[src/rtl/sha256_pkg.sv]
// Shared types and constants for the SHA-256 message front end.
package sha256_pkg;

   typedef enum logic [2:0] {
      StIdle,
      StData,
      StPad,
      StZero,
      StLenHi,
      StLenLo
   } sha256_state_e;

   localparam int unsigned SHA256_BLOCK_WORDS = 16;
   localparam int unsigned SHA256_LEN_IDX     = 14;
   localparam logic [7:0]  SHA256_PAD_BYTE    = 8'h80;

endpackage

[src/rtl/sha256_byte_packer.sv]
// Packs DATA_W-bit big-endian beats into 32-bit words and inserts the 0x80 pad byte.
module sha256_byte_packer
   import sha256_pkg::*;
#(
   parameter int unsigned DATA_W = 8
) (
   input  logic                      clk,
   input  logic                      rst,
   input  logic                      beat_en,
   input  logic [DATA_W-1:0]         beat_data,
   input  logic [$clog2(DATA_W/8):0] beat_nbytes,
   input  logic                      pad_en,
   output logic [31:0]               word,
   output logic                      word_full
);

   localparam int unsigned ALIGN = 32 - DATA_W;

   logic [31:0] acc_q;
   logic [2:0]  cnt_q;
   logic [5:0]  beat_bits;
   logic [31:0] beat_mask;
   logic [31:0] beat_word;
   logic [31:0] merged;
   logic [31:0] pad_word;
   logic [2:0]  merged_cnt;

   // Align the beat's valid bytes to the MSB side and drop them into the next free lanes.
   always_comb begin
      beat_bits  = 6'(beat_nbytes) << 3;
      beat_mask  = ~(32'hFFFF_FFFF >> beat_bits);
      beat_word  = (32'(beat_data) << ALIGN) & beat_mask;
      merged     = acc_q | (beat_word >> {cnt_q, 3'b000});
      merged_cnt = cnt_q + 3'(beat_nbytes);
      pad_word   = acc_q | ({SHA256_PAD_BYTE, 24'h0} >> {cnt_q, 3'b000});
      word_full  = (merged_cnt == 3'd4);
      word       = pad_en ? pad_word : merged;
   end

   // Accumulator clears whenever a complete word or the padded word leaves.
   always_ff @(posedge clk or posedge rst) begin
      if (rst) begin
         acc_q <= '0;
         cnt_q <= '0;
      end else if (pad_en || (beat_en && word_full)) begin
         acc_q <= '0;
         cnt_q <= '0;
      end else if (beat_en) begin
         acc_q <= merged;
         cnt_q <= merged_cnt;
      end
   end

endmodule

[src/rtl/sha256_stream_padder.sv]
// Streams a message in, applies SHA-256 padding and emits 32-bit schedule words W0..W15.
module sha256_stream_padder
   import sha256_pkg::*;
#(
   parameter int unsigned DATA_W = 8,
   parameter int unsigned LEN_W  = 32
) (
   input  logic                      clk,
   input  logic                      rst,
   input  logic [DATA_W-1:0]         in_data,
   input  logic                      in_valid,
   output logic                      in_ready,
   input  logic                      in_last,
   input  logic [$clog2(DATA_W/8):0] in_nbytes,
   output logic [31:0]               w_data,
   output logic                      w_valid,
   input  logic                      w_ready,
   output logic [3:0]                w_idx,
   output logic                      w_last_blk,
   output logic                      busy,
   output logic                      len_err
);

   localparam int unsigned IDX_W        = $clog2(SHA256_BLOCK_WORDS);
   localparam logic [IDX_W-1:0] PAD_MAX  = IDX_W'(SHA256_LEN_IDX - 1);
   localparam logic [IDX_W-1:0] DATA_MAX = IDX_W'(SHA256_LEN_IDX - 2);

   sha256_state_e    state_q;
   logic [31:0]      w_data_q;
   logic             w_valid_q;
   logic [IDX_W-1:0] w_idx_q;
   logic             w_last_q;
   logic [LEN_W-1:0] len_q;
   logic             len_err_q;
   logic             blk_fin_q;

   logic             out_free;
   logic             beat;
   logic             take;
   logic             pad_en;
   logic [IDX_W-1:0] nidx;
   logic [5:0]       beat_bits;
   logic [LEN_W-1:0] len_base;
   logic [LEN_W:0]   len_sum;
   logic [63:0]      len64;
   logic [31:0]      pk_word;
   logic             pk_full;
   logic             zero_fin;

   // Handshake decode; nidx is the index the next loaded word will carry.
   always_comb begin
      out_free  = !w_valid_q || w_ready;
      in_ready  = !rst && ((state_q == StIdle) || (state_q == StData)) && out_free;
      beat      = in_valid && in_ready;
      take      = w_valid_q && w_ready;
      pad_en    = (state_q == StPad) && out_free;
      nidx      = take ? w_idx_q + 1'b1 : w_idx_q;
      beat_bits = 6'(in_nbytes) << 3;
      len_base  = (state_q == StIdle) ? '0 : len_q;
      len_sum   = {1'b0, len_base} + (LEN_W+1)'(beat_bits);
      len64     = 64'(len_q);
      // Wrapping to word 0 while zero-filling means we have entered the final block.
      zero_fin  = blk_fin_q || (nidx == '0);
   end

   sha256_byte_packer #(
      .DATA_W (DATA_W)
   ) u_packer (
      .clk         (clk),
      .rst         (rst),
      .beat_en     (beat),
      .beat_data   (in_data),
      .beat_nbytes (in_nbytes),
      .pad_en      (pad_en),
      .word        (pk_word),
      .word_full   (pk_full)
   );

   // Control FSM with the single-entry output register and length counter.
   always_ff @(posedge clk or posedge rst) begin
      if (rst) begin
         state_q   <= StIdle;
         w_data_q  <= '0;
         w_valid_q <= 1'b0;
         w_idx_q   <= '0;
         w_last_q  <= 1'b0;
         len_q     <= '0;
         len_err_q <= 1'b0;
         blk_fin_q <= 1'b0;
      end else begin
         if (take) begin
            w_valid_q <= 1'b0;
            w_idx_q   <= w_idx_q + 1'b1;
         end
         case (state_q)
            StIdle, StData: begin
               if (beat) begin
                  len_q     <= len_sum[LEN_W] ? '1 : len_sum[LEN_W-1:0];
                  // First beat of a message clears the sticky overflow flag.
                  len_err_q <= len_sum[LEN_W] || ((state_q == StData) && len_err_q);
                  if (pk_full) begin
                     w_data_q  <= pk_word;
                     w_valid_q <= 1'b1;
                     // Only the word completed by the last beat can know it is final.
                     w_last_q  <= in_last && (nidx <= DATA_MAX);
                  end
                  state_q <= in_last ? StPad : StData;
               end
            end
            StPad: begin
               if (out_free) begin
                  w_data_q  <= pk_word;
                  w_valid_q <= 1'b1;
                  w_last_q  <= (nidx <= PAD_MAX);
                  blk_fin_q <= (nidx <= PAD_MAX);
                  state_q   <= (nidx == PAD_MAX) ? StLenHi : StZero;
               end
            end
            StZero: begin
               if (out_free) begin
                  w_data_q  <= '0;
                  w_valid_q <= 1'b1;
                  w_last_q  <= zero_fin;
                  blk_fin_q <= zero_fin;
                  if (zero_fin && (nidx == PAD_MAX)) begin
                     state_q <= StLenHi;
                  end
               end
            end
            StLenHi: begin
               if (out_free) begin
                  w_data_q  <= len64[63:32];
                  w_valid_q <= 1'b1;
                  w_last_q  <= 1'b1;
                  state_q   <= StLenLo;
               end
            end
            StLenLo: begin
               if (out_free) begin
                  w_data_q  <= len64[31:0];
                  w_valid_q <= 1'b1;
                  w_last_q  <= 1'b1;
                  state_q   <= StIdle;
               end
            end
            default: state_q <= StIdle;
         endcase
      end
   end

   assign w_data     = w_data_q;
   assign w_valid    = w_valid_q;
   assign w_idx      = w_idx_q;
   assign w_last_blk = w_last_q;
   assign len_err    = len_err_q;
   assign busy       = (state_q != StIdle) || w_valid_q;

endmodule

[config.mk]
export PLATFORM = sky130hd
export DESIGN_NAME = sha256_stream_padder
export DESIGN_NICKNAME = d
export VERILOG_FILES = /design/src/rtl/sha256_pkg.sv /design/src/rtl/sha256_byte_packer.sv /design/src/rtl/sha256_stream_padder.sv
export SDC_FILE = /design/constraint.sdc
export NUM_CORES = 1
export LEC_CHECK = 0
export ABC_CLOCK_PERIOD_IN_PS = 3500
export BUFFER_PORTS_ARGS = -buffer_cell sky130_fd_sc_hd__buf_2
export CAP_MARGIN = 20
export CORE_ASPECT_RATIO = 0.8
export CORE_MARGIN = 2
export CORE_UTILIZATION = 57
export CTS_CLUSTER_DIAMETER = 120
export CTS_CLUSTER_SIZE = 40
export DETAILED_ROUTE_END_ITERATION = 10
export PLACE_DENSITY = 0.82
export SLEW_MARGIN = 10
export SYNTH_ARGS = -nofsm -noshare
export SYNTH_HDL_FRONTEND = slang
export SYNTH_HIERARCHICAL = 1
export SYNTH_SLANG_ARGS = --single-unit
[constraint.sdc]
create_clock -name clk -period 3.5 [get_ports clk]
set_input_delay 0.7 -clock clk [delete_from_list [all_inputs] [get_ports clk]]
set_output_delay 0.7 -clock clk [all_outputs]
set_load 0.01 [all_outputs]
[Word-level counts from Yosys, hierarchy flattened]
Cells that the tools add are included.
Storage, ports and cells
  memory bits (read-only): 0
  word-level logic and storage cells: 106
  memory bits (writable): 0
  bits of input ports: 14
  output and inout bits: 41
  latch bits: 0
  memories kept: 0
  flip-flop bits (word level): 110
Cells by class
  add/subtract/negate cells: 3
  $mul: 0
  shifts and indexed selects: 3
  div/mod/pow operators: 0
  reduce and logical (&&, ||, !) cells: 33
  equality and inequality tests: 16
  multiplexer cells: 35
  $lt $le $gt $ge: 2
  bitwise operators: 4
Operators with widths (count)
  two-way mux 32 bit: 10
  case mux 32 bit (4 select lines): 1
  bitwise OR 32 bit: 2
  adder 32 x 4 -> 33 bit: 1
  bitwise AND 32 bit: 1
  inverter 32 bit: 1
  right shift 32 x 4 -> 32 bit, first input constant: 1
  right shift 32 x 6 -> 32 bit: 1
  right shift 32 x 6 -> 32 bit, first input constant: 1
  two-way mux 3 bit: 9
  AND reduction 6 bit: 3
  case mux 3 bit (5 select lines): 1
  inequality test 2 bit, second input constant: 5
  == test 3 bit, second input constant: 3
  logical AND 1 bit: 9
  two-way mux 1 bit: 9
  <= comparator 4 bit, second input constant: 2
  inequality test 2 x 1 -> 1 bit, second input constant: 4
  nonzero test 4 bit: 2
  == test 3 x 2 -> 1 bit, second input constant: 2
  logical OR 1 bit: 6
  OR reduction 2 bit: 3
  adder 4 x 1 -> 4 bit, second input constant: 1
  == test 4 bit, second input constant: 1
  other kinds (14): 17

[Logic depth before layout (Yosys ltp)]
Gate-level depths: netlist (run 1).
  depth in word-level cells: 9
  mapped depth: 12
  depth with buffers taken out: 9

[Modules after synthesis]
The synthesis (run 1) kept the hierarchy.
By module, submodules not included
  sha256_stream_padder: cells an instance 474, instances 1, area an instance 4250.3 um^2, seq. area each 1826.8 um^2
  sha256_byte_packer: cells an instance 189, instances 1, area an instance 1845.5 um^2, seq. area each 875.8 um^2

[Worst setup path before layout (run 1)]
No wires, ideal clock.
  kind: input-to-output
  from: input port rst
  to: output port in_ready
  arrival time: 2.627 ns
  buffers on the path: 0
  required time: 2.800 ns
  path slack: 0.173 ns
  cell stages on the path: 2
  cells stage by stage: inv_1 > and3_1
Between the ends
  cells in the longest elaborated chain, start to end: 3
RTL lines
  from (decl): line sha256_stream_padder.sv:9  | input logic rst,
  zero test 1 bit (no line)
  logical AND 1 bit (2 in series): line sha256_stream_padder.sv:53  | in_ready = !rst && ((state_q == StIdle) || (state_q == StData)) && out_free;
  to (decl): line sha256_stream_padder.sv:12  | output logic in_ready,
No other way between the ends.

[Final worst setup path (run 1)]
  from: register state_q[2]
  to: output port busy
Between the ends
  cells in the longest elaborated chain, start to end: 2
RTL lines
  from (decl): line sha256_stream_padder.sv:28  | sha256_state_e state_q;
  from (signal assigned): line sha256_stream_padder.sv:82  | state_q <= StIdle;
  from (signal assigned): line sha256_stream_padder.sv:107  | state_q <= in_last ? StPad : StData;
  from (signal assigned): line sha256_stream_padder.sv:116  | state_q <= (nidx == PAD_MAX) ? StLenHi : StZero;
  nonzero test 3 bit: line sha256_stream_padder.sv:156  | assign busy = (state_q != StIdle) || w_valid_q;
  logical OR 1 bit: line sha256_stream_padder.sv:156
  to (decl): line sha256_stream_padder.sv:20  | output logic busy,
No other way between the ends.

==> out/metrics.yaml, run 1 <==
route:
  drtIter0Drc: 513
  drc: 0
  wl_per_cell_um: 19.49
  first_pass_iters: 5
  ant_nets: 0
  wirelength_um: 16350
  detail_route.vias_per_cell: 6.442
  vias: 5405
status:
  status: "completed"
worst_hold_path:
  hp-class: "input port to asynchronous set/reset pin"
synthesis:
  syn_area_per_cell_um2: 9.194
  ys_ff_latch: 108
  synth-edff-count: 0
  ys_seq_area_share_pct: 44.33
  synthesis.area_um2: 6096
  synth_ff_type: "dfrtp_1"
  ys_types: 81
  synth_cells: 663
  synth_fp_nets: 685
  ys_warn_count: 6
  async_flop_share_pct: 100.0
critical_path:
  crit_family: "simple AND/OR/NAND/NOR gates"
  r2r-start: "state_q[2]$_DFFE_PP0P_"
  required_ns: 2.80
  crit_fanout: 27
  cp-endpoint: "busy"
  slowest_stage: "nor3_4"
  cp.depth: 4
  critPathLaunch: "state_q[2]$_DFFE_PP0P_"
  r2r_slack_ns: 0.72
  end_kind: "output port"
  cp-start-kind: "flop"
  worstReg2RegEnd: "len_q[31]$_DFFE_PP0P_"
  path_cells: "nor3_4 > buf_4 > nand2b_1 > buf_2"
  r2r_cells: 9
  crit_type: "flop to output port"
  max_stage_delay_ns: 0.72
  cp_num_buf_inv: 2
  crit_arrival_ns: 2.23
clocking:
  cts-root-buf: "clkbuf_16"
  cts.path.max_buffers: 2
  cts_sinks: 108
  insertion_delay_ns: 0.35
  numCtsBuffers: 9
  cts_setup_buffers: 0
  cts_tree: "built"
  clk_pin_slew_worst_paths_ns: 0.07
  htreeDepth: 3
  cts_hold_buffers: 0
  cts_resized: 0
global_routing:
  grt_use_total_pct: 28.94
  grt_pass1_wl_um: 25790
  antenna_found_initial: 0
  first_global_vias: 4849
  grt_max_degree: 74
  grt_overflow_total: 0
sta:
  worst_slew_pin_slew_ns: 0.9142
  fmax_mhz: 341.4
  rsz0062_at_grt: "no"
  fin_crit_sh_pct: 83.68
  hold_viol: 0
  finalWorstSetupSlack_ns: 0.5711
  setup_violations: 0
  tns_ns: 0
  maxSlewHeadroom_pct: 39.06
  finalClockSkew_ns: 0.01077
  final_max_slew_viol_count: 0
  min_period_ns: 2.929
pwr:
  peakVddDrop_v: 0.0005105
  p_sw_mw: 2.322
  power_density_nw_per_um2: 804.0
  comb_power_share_pct: 46.5
  p_sw_share_pct: 43.46
  p_int_mw: 3.020
  leakage_nw: 2.999
  seq_power_share_pct: 35.5
  power_frac_clock_pct: 18.0
floorplan:
  die_x_um: 119.6
  io_pins: 55
  num_rows: 33
  initial_utilization_pct: 59.05
  core_region_area_um2: 10320
  dieArea_um2: 11540
  die_h_um: 96.50
placement:
  portBuffers: 54
  placed_area_um2: 6365
  place_ws_ns: 0.6138
  place.detailed.hpwl_um: 11260
  place_congestion: 0.9110
finish:
  stdcell_area_um2: 6644
  layout_commonest_cell: "dfrtp_1"
  antennaDiodeCount: 0
  final_cell_mix: "dfrtp_1 (108), a21oi_1 (91), nor2_1 (85)"
  nNetsFinal: 716
  area_growth_pct: 8.990
  drive_gt1_share_pct: 17.60
flow_run:
  max_cap_viol_count: 0
==> sequential cells by signal, summed over array words and instances, names as in the netlist <==
signal and count:
u_packer/cnt_q 3, blk_fin_q 1, len_err 1, w_data 32, state_q 3, w_valid 1
u_packer/acc_q 32, w_idx 4, w_last_blk 1, len_q 30
==> final cells by class <==
type / instances / area [um^2]
Multi-Input combinational cell: 487 / 3020
Sequential cell: 108 / 2703
Inverter: 19 / 71.32
Clock buffer: 11 / 242.7
Tap cell: 140 / 175.2
Clock inverter: 5 / 36.28
Fill cell: 869 / 3679
Timing Repair Buffer: 69 / 395.4
==> metrics by stage <==
| step | hold slack (ns) | util, % | instances | power (mW) |
|---|---|---|---|---|
| 2_1_floorplan | 0.4558 | - | 663 | 3.643 |
| 3_5_place_dp | 0.4761 | 61.66 | 823 | 4.338 |
| 5_1_grt | 0.2636 | 64.36 | 839 | 5.687 |
| 3_3_place_gp | 0.4701 | 61.66 | 823 | 4.232 |
| 6_report | 0.2562 | 64.36 | 839 | 5.342 |
| 4_1_cts | 0.2504 | 64.36 | 839 | 5.319 |
==> layer usage <==
metal  share of wire, %  up-vias  global-route usage [%]  wire, um
met1                 43     2623                   42.00      6956
met4                1.5        0                   6.961       240
met5                  0        -                       0         0
met3                9.7       21                   4.754      1580
met2                 46      288                   46.00      7571
li1                   -     2473                       -         -
==> logic make-up (layout without fill, tap and decap cells) <==
family | count (synthesis) | count (layout) | synth area share, %
XOR/XNOR | 3 | 3 | 0.5543
AO/OA/AOI/OAI | 265 | 265 | 28.74
flip-flops | 108 | 108 | 44.33
multiplexers | 3 | 3 | 0.5131
buffers and inverters | 68 | 104 | 6.117
AND/OR/NAND/NOR | 208 | 208 | 18.10
adder cells (fa/ha/maj) | 8 | 8 | 1.642
==> cell usage after synthesis (4+ instances only) <==
cell type / number / area [um^2]
nor2_2: 11 / 68.82
ha_1: 8 / 100.1
and2_1: 8 / 50.05
and3_1: 5 / 31.28
nand2b_1: 5 / 31.28
clkbuf_1: 13 / 48.80
a21oi_1: 91 / 455.4
o211a_1: 10 / 100.1
inv_1: 19 / 71.32
a31oi_1: 20 / 125.1
o21ai_0: 31 / 155.2
nand3_1: 13 / 65.06
nand2_1: 35 / 131.4
dfrtp_1: 108 / 2703
buf_2: 20 / 100.1
buf_6: 11 / 123.9
nand4_1: 4 / 25.02
o21ai_1: 8 / 40.04
nor3_1: 6 / 30.03
a41oi_1: 5 / 43.79
nor2_1: 85 / 319.1
a22oi_1: 33 / 247.7
o21bai_1: 32 / 240.2
==> power by group through the flow <==
stage | Sequential, mW | Combinational [mW] | Clock, mW
after floorplan | 1.92 | 1.72 | 0
after global placement | 1.89 | 2.35 | 0
after detailed placement | 1.91 | 2.42 | 0
after CTS | 1.89 | 2.45 | 0.982
after global routing | 1.95 | 2.71 | 1.03
final | 1.89 | 2.48 | 0.964
==> worst min-delay path by stage <==
| stage | slack [ns] | start | to |
|---|---|---|---|
| global placement | 0.47 | u_packer/acc_q[30]$_DFFE_PP0P_ | u_packer/acc_q[30]$_DFFE_PP0P_ |
| detailed placement | 0.48 | u_packer/acc_q[29]$_DFFE_PP0P_ | u_packer/acc_q[29]$_DFFE_PP0P_ |
| global route | 0.26 | rst | u_packer/acc_q[23]$_DFFE_PP0P_ |
| finish | 0.26 | rst | u_packer/acc_q[23]$_DFFE_PP0P_ |
| floorplan | 0.46 | u_packer/acc_q[0]$_DFFE_PP0P_ | u_packer/acc_q[0]$_DFFE_PP0P_ |
| CTS | 0.25 | rst | u_packer/acc_q[23]$_DFFE_PP0P_ |
==> worst reg2reg max path, delay by kind of cell (launching register included) <==
family                   cells  cell delay (ns)
AND/OR/NAND/NOR              5             1.42
AO/OA/AOI/OAI                2             0.26
adder cells (fa/ha/maj)      2             0.45
flip-flops                   1             0.54
Power figures use the tool's default switching activity.
==> run 2, diff against run 1 <==
- ABC_CLOCK_PERIOD_IN_PS: 3500 -> 2550
- CORE_UTILIZATION: 57 -> 54
- PLACE_DENSITY: 0.82 -> 0.81
- clock period: 3.5 -> 2.55 ns (I/O delays scaled with it)
==> out/metrics.yaml, run 2 (synthesis gave the netlist of run 1 again) <==
placement:
  place_congestion: 0.8851  # -2.8%
  place.detailed.hpwl_um: 11330  # +0.64%
  portBuffers: 54  # unchanged
sta:
  rsz0062_at_grt: "yes"
  min_period_ns: 2.425
  fmax_mhz: 412.3
  finalClockSkew_ns: 0.004564  # -0.006210 ns
  hold_viol: 0  # unchanged
  setup_violations: 0  # unchanged
  maxSlewHeadroom_pct: 37.08  # -2.0 points
  worst_slew_pin_slew_ns: 0.9438  # +0.02960 ns
  fin_crit_sh_pct: 95.10
  whs_ns: 0.2870  # +0.03087 ns
  final_max_slew_viol_count: 0  # unchanged
critical_path:
  crit_type: "flop to flop"
  crit_fanout: 9  # -67%
  cp_common_cell: "nor2_1"
  cp-start-kind: "flop"
  path_cells: "buf_4 > and2b_1 > nand2_1 > nor2_1 > nor2_1 > nand3b_1 > o21bai_1 > a22oi_1 > a21oi_1"
  required_ns: 2.83  # +0.03 ns
  end_kind: "flop"
  crit_family: "simple AND/OR/NAND/NOR gates"
  slowest_stage: "o21bai_1"
  max_stage_delay_ns: 0.48  # -0.24 ns
  crit_arrival_ns: 2.70  # +0.47 ns
  cp_num_buf_inv: 1  # -1
global_routing:
  grt_pass1_wl_um: 27050  # +4.9%
  grt_overflow_total: 0  # unchanged
  antenna_found_initial: 0  # unchanged
  first_global_vias: 5470  # +13%
  grt_max_degree: 74  # unchanged
  grt_use_total_pct: 28.40  # -0.54 points
pwr:
  leakage_nw: 3.131  # +4.4%
  power_density_nw_per_um2: 1099  # +37%
  p_total_mw: 7.562  # +42%
  peakVddDrop_v: 0.0008822  # +73%
finish:
  layout_commonest_cell: "dfrtp_1"
  nFillCells: 899  # +3.5%
  area_growth_pct: 12.85
  antennaDiodeCount: 0  # unchanged
  drive_gt1_share_pct: 21.00  # +3.4 points
  nNetsFinal: 737  # +2.9%
  final_cell_mix: "dfrtp_1 (107), a21oi_1 (91), nor2_1 (85)"
clocking:
  insertion_delay_ns: 0.35  # about the same
  cts.path.max_buffers: 2  # unchanged
  htreeDepth: 3  # unchanged
  clk_pin_slew_worst_paths_ns: 0.07  # about the same
  cts_sinks: 108  # unchanged
  cts_hold_buffers: 0  # unchanged
  numCtsBuffers: 9  # unchanged
  cts_tree: "built"
  cts-root-buf: "clkbuf_16"
floorplan:
  dieArea_um2: 12160  # +5.3%
  die_h_um: 99.03  # +2.6%
  num_rows: 34  # +3.0%
  die_x_um: 122.8  # +2.7%
  core_region_area_um2: 10930  # +5.9%
  io_pins: 55  # unchanged
  initial_utilization_pct: 55.76  # -3.3 points
flow_run:
  max_cap_viol_count: 0  # unchanged
worst_hold_path:
  hp-class: "input port to asynchronous set/reset pin"
route:
  wl_per_cell_um: 19.09  # -2.0%
  wirelength_um: 16470  # +0.76%
  ant_nets: 0  # unchanged
  detail_route.vias_per_cell: 6.394  # -0.75%
  vias: 5518  # +2.1%
  drtIter0Drc: 550  # +7.2%
  drc: 0  # unchanged
  first_pass_iters: 5  # unchanged
status:
  status: "completed"
## run 2: cell count changes in the layout (fill, tap and decap cells not counted), moves of 2 or more
cell	before	now
clkinvlp_4	3	1
ha_1	8	6
buf_4	14	33
ha_2	0	2
buf_12	1	3
nand3_1	13	11
nand3_2	1	3
## run 2: worst paths after layout
kind | startpoint | to | slack (ns) | cells after the start
worst max-delay path | state_q[2]$_DFFE_PP0P_ | w_data[17]$_DFFE_PP0P_ | 0.12 | 9
worst min-delay path | rst | u_packer/cnt_q[2]$_DFFE_PP0P_ | 0.29 | 3
worst max register to register | state_q[2]$_DFFE_PP0P_ | w_data[17]$_DFFE_PP0P_ | 0.12 | 9
worst min register to register | u_packer/acc_q[8]$_DFFE_PP0P_ | u_packer/acc_q[8]$_DFFE_PP0P_ | 0.49 | 2
max in group asynchronous | rst | state_q[2]$_DFFE_PP0P_ | 1.41 | 3
min in group clk | in_last | state_q[1]$_DFFE_PP0P_ | 0.45 | 3
## run 2: through the flow
step | utilization [%] | cell area [um^2] | setup WS [ns] | setup TNS (ns) | cells
6_report | 62.92 | 6879 | 0.1248 | 0 | 863
5_1_grt | 62.92 | 6879 | -0.003270 | -0.003270 | 863
4_1_cts | 62.55 | 6839 | 0.04172 | 0 | 859
3_5_place_dp | 59.66 | 6523 | -0.03215 | -0.04013 | 842
3_3_place_gp | 59.66 | 6523 | 0.002419 | 0 | 842
2_1_floorplan | - | 6121 | -0.009605 | -0.009605 | 663
## run 2: layout make-up
type | instances | area, um^2 | area share (%)
flip-flops and latches | 108 | 2704 | 39.31
clock inverters | 4 | 48.80 | 0.7093
well taps | 144 | 180.2 | 2.619
repair buffers | 90 | 578.1 | 8.403
clock buffers | 11 | 252.7 | 3.674
inverters | 19 | 75.07 | 1.091
multi-input cells | 487 | 3040 | 44.20
## run 2: routing by layer
metal  share of wire (%)  routed length [um]  track usage, %
met5                   0                   0               0
met4                 2.1                 351           9.903
met3                 9.4                1552           8.391
met2                  46                7563           42.88
met1                  43                7005           38.99
## run 2: worst register-to-register path, stage by stage (launching register included)
cell,delay [ns]
dfrtp_2,0.35
buf_4,0.16
and2b_1,0.29
nand2_1,0.10
nor2_1,0.06
nor2_1,0.22
nand3b_1,0.34
o21bai_1,0.48
a22oi_1,0.17
a21oi_1,0.17
## run 2: timing repair
item | in CTS | in global routing
setup endpoints to repair | 4 | 18
buffers inserted | 2 | 4
gates resized for setup | 0 | 4
gates cloned | 0 | 0
pin swaps | 1 | 2
## run 2: power by group
group,switching (mW),internal [mW]
Clock,0.621,0.808
Sequential,0.348,2.21
Combinational,2.22,1.36
Total,3.18,4.38
==> run 3, diff against run 2 <==
- CELL_PAD_IN_SITES_DETAIL_PLACEMENT: unset -> 2
- CELL_PAD_IN_SITES_GLOBAL_PLACEMENT: unset -> 2
- CORE_UTILIZATION: 54 -> 34
==> out/metrics.yaml, run 3 (synthesis gave the netlist of run 1 again) <==
global_routing:
  grt_overflow_total: 0  # unchanged
  grt_max_degree: 74  # unchanged
  grt_pass1_wl_um: 35690  # +32%
  first_global_vias: 6103  # +12%
  grt_use_total_pct: 24.28  # -4.1 points
  antenna_found_initial: 0  # unchanged
critical_path:
  crit_fanout: 4  # -5
  crit_arrival_ns: 2.68  # -0.02 ns
  required_ns: 2.78  # -0.05 ns
  end_kind: "flop"
  crit_type: "flop to flop"
  worstReg2RegEnd: "len_q[17]$_DFFE_PP0P_"
  cp-endpoint: "len_q[17]$_DFFE_PP0P_"
  critPathLaunch: "state_q[2]$_DFFE_PP0P_"
  path_cells: "or3_1 > and2_1 > ha_2 > ha_2 > nand3_2 > nor4_4 > buf_4 > and2_1 > a31oi_1 > o21ai_0"
  cp.depth: 10  # +1
  slowest_stage: "dfrtp_2"
  crit_family: "simple AND/OR/NAND/NOR gates"
  max_stage_delay_ns: 0.43  # -0.05 ns
  r2r_cells: 10  # +1
  cp_num_buf_inv: 1  # unchanged
  r2r-start: "state_q[2]$_DFFE_PP0P_"
  r2r_slack_ns: 0.10  # -0.02 ns
  cp-start-kind: "flop"
route:
  first_pass_iters: 5  # unchanged
  wirelength_um: 23000  # +40%
  drc: 0  # unchanged
  vias: 5672  # +2.8%
  ant_nets: 0  # unchanged
  wl_per_cell_um: 24.06  # +26%
  drtIter0Drc: 368  # -33%
  detail_route.vias_per_cell: 5.933  # -7.2%
clocking:
  htreeDepth: 3  # unchanged
  numCtsBuffers: 9  # unchanged
  cts.path.max_buffers: 2  # unchanged
  clk_pin_slew_worst_paths_ns: 0.08  # about the same
  cts_hold_buffers: 0  # unchanged
  insertion_delay_ns: 0.36  # about the same
  cts_tree: "built"
  cts_sinks: 108  # unchanged
  cts-root-buf: "clkbuf_16"
finish:
  final_cell_mix: "dfrtp_1 (107), a21oi_1 (91), nor2_1 (85)"
  drive_gt1_share_pct: 22.57  # +1.6 points
  area_growth_pct: 16.11
  layout_commonest_cell: "dfrtp_1"
  nNetsFinal: 748  # +1.5%
  stdcell_area_um2: 7078  # +2.9%
  antennaDiodeCount: 0  # unchanged
placement:
  place.detailed.hpwl_um: 15700  # +39%
  place_congestion: 0.8160  # -7.8%
  place_ws_ns: -0.1897  # -0.1575 ns
  placed_area_um2: 6671  # +2.3%
  portBuffers: 54  # unchanged
floorplan:
  num_rows: 43  # +26%
  initial_utilization_pct: 34.97  # -21 points
  die_h_um: 123.8  # +25%
  io_pins: 55  # unchanged
  core_region_area_um2: 17430  # +59%
  dieArea_um2: 19020  # +56%
  die_x_um: 153.7  # +25%
flow_run:
  max_cap_viol_count: 0  # unchanged
sta:
  hold_viol: 0  # unchanged
  rsz0062_at_grt: "no"
  finalClockSkew_ns: 0.008363  # +0.003799 ns
  final_max_slew_viol_count: 0  # unchanged
  worst_slew_pin_slew_ns: 1.022  # +0.07859 ns
  setup_violations: 0  # unchanged
  finalWorstSetupSlack_ns: 0.1002  # -0.02467 ns
  min_period_ns: 2.450  # +0.02467 ns
  maxSlewHeadroom_pct: 31.84  # -5.2 points
  fmax_mhz: 408.2  # -1.0%
  fin_crit_sh_pct: 96.07  # +0.97 points
pwr:
  peakVddDrop_v: 0.0005551  # -37%
  leakage_nw: 3.178  # +1.5%
  power_density_nw_per_um2: 1129  # +2.7%
status:
  status: "completed"
worst_hold_path:
  hp-class: "input port to asynchronous set/reset pin"
## run 3: cell types whose count changed in the layout (fill, tap and decap cells not counted), sizes merged
cell      delta
inv          +2
clkinvlp     +2
clkinv       -2
clkbuf       -1
buf         +11
## run 3: power by group
group	leakage [nW]	total, mW	internal, mW	switching (mW)
Clock	0.143	1.47	0.776	0.695
Sequential	1.40	2.62	2.21	0.415
Combinational	1.64	3.89	1.43	2.47
Total	3.18	7.99	4.41	3.58
## run 3: worst min-delay path by stage
stage                                endpoint  slack, ns  cells past startpoint
2_1_floorplan   u_packer/acc_q[0]$_DFFE_PP0P_       0.46                      2
3_3_place_gp   u_packer/acc_q[30]$_DFFE_PP0P_       0.47                      2
3_5_place_dp    u_packer/acc_q[6]$_DFFE_PP0P_       0.49                      2
4_1_cts         u_packer/cnt_q[0]$_DFFE_PP0P_       0.33                      3
5_1_grt         u_packer/cnt_q[0]$_DFFE_PP0P_       0.35                      3
6_report        u_packer/cnt_q[0]$_DFFE_PP0P_       0.32                      3
## run 3: worst reg2reg max path, cell delays in order (launching register included)
cell and delay (ns):
dfrtp_2 0.43, or3_1 0.41, and2_1 0.19, ha_2 0.20, ha_2 0.21, nand3_2 0.12
nor4_4 0.08, buf_4 0.17, and2_1 0.20, a31oi_1 0.21, o21ai_0 0.10
## run 3: final cells by class
cell class              count  area, um^2
clock buffers              10       229.0
clock inverters             6       72.57
fillers                  1914       10350
inverters                  19       75.07
multi-input cells         487        3064
flip-flops and latches    108        2704
well taps                 225       281.5
repair buffers            101       651.9
## run 3: through the flow
step / util (%) / hold WS, ns / cells / total power [mW] / TNS, ns
after floorplan: - / 0.4558 / 663 / 5.021 / -0.009605
after global placement: 38.27 / 0.4665 / 931 / 6.089 / 0
after detailed placement: 38.27 / 0.4854 / 931 / 6.395 / -4.757
after CTS: 40.18 / 0.3272 / 951 / 7.964 / 0
after global routing: 40.60 / 0.3476 / 956 / 8.517 / 0
final: 40.60 / 0.3180 / 956 / 7.988 / 0
## run 3: metal layers
metal  part of all wire, %  track usage (%)  vias to the layer above  wire, um
met1                    46            32.08                     2991     10620
li1                      -                -                     2538         -
met3                   3.7            4.106                       23       856
met4                   1.5            5.849                        0       345
met5                     0                0                        -         0
met2                    49            42.03                      120     11180
## run 3: repair_timing
item,4_1_cts,5_1_grt
buffers inserted,4,5
pin swaps,2,2
setup endpoints to repair,7,49
gates resized for setup,1,9
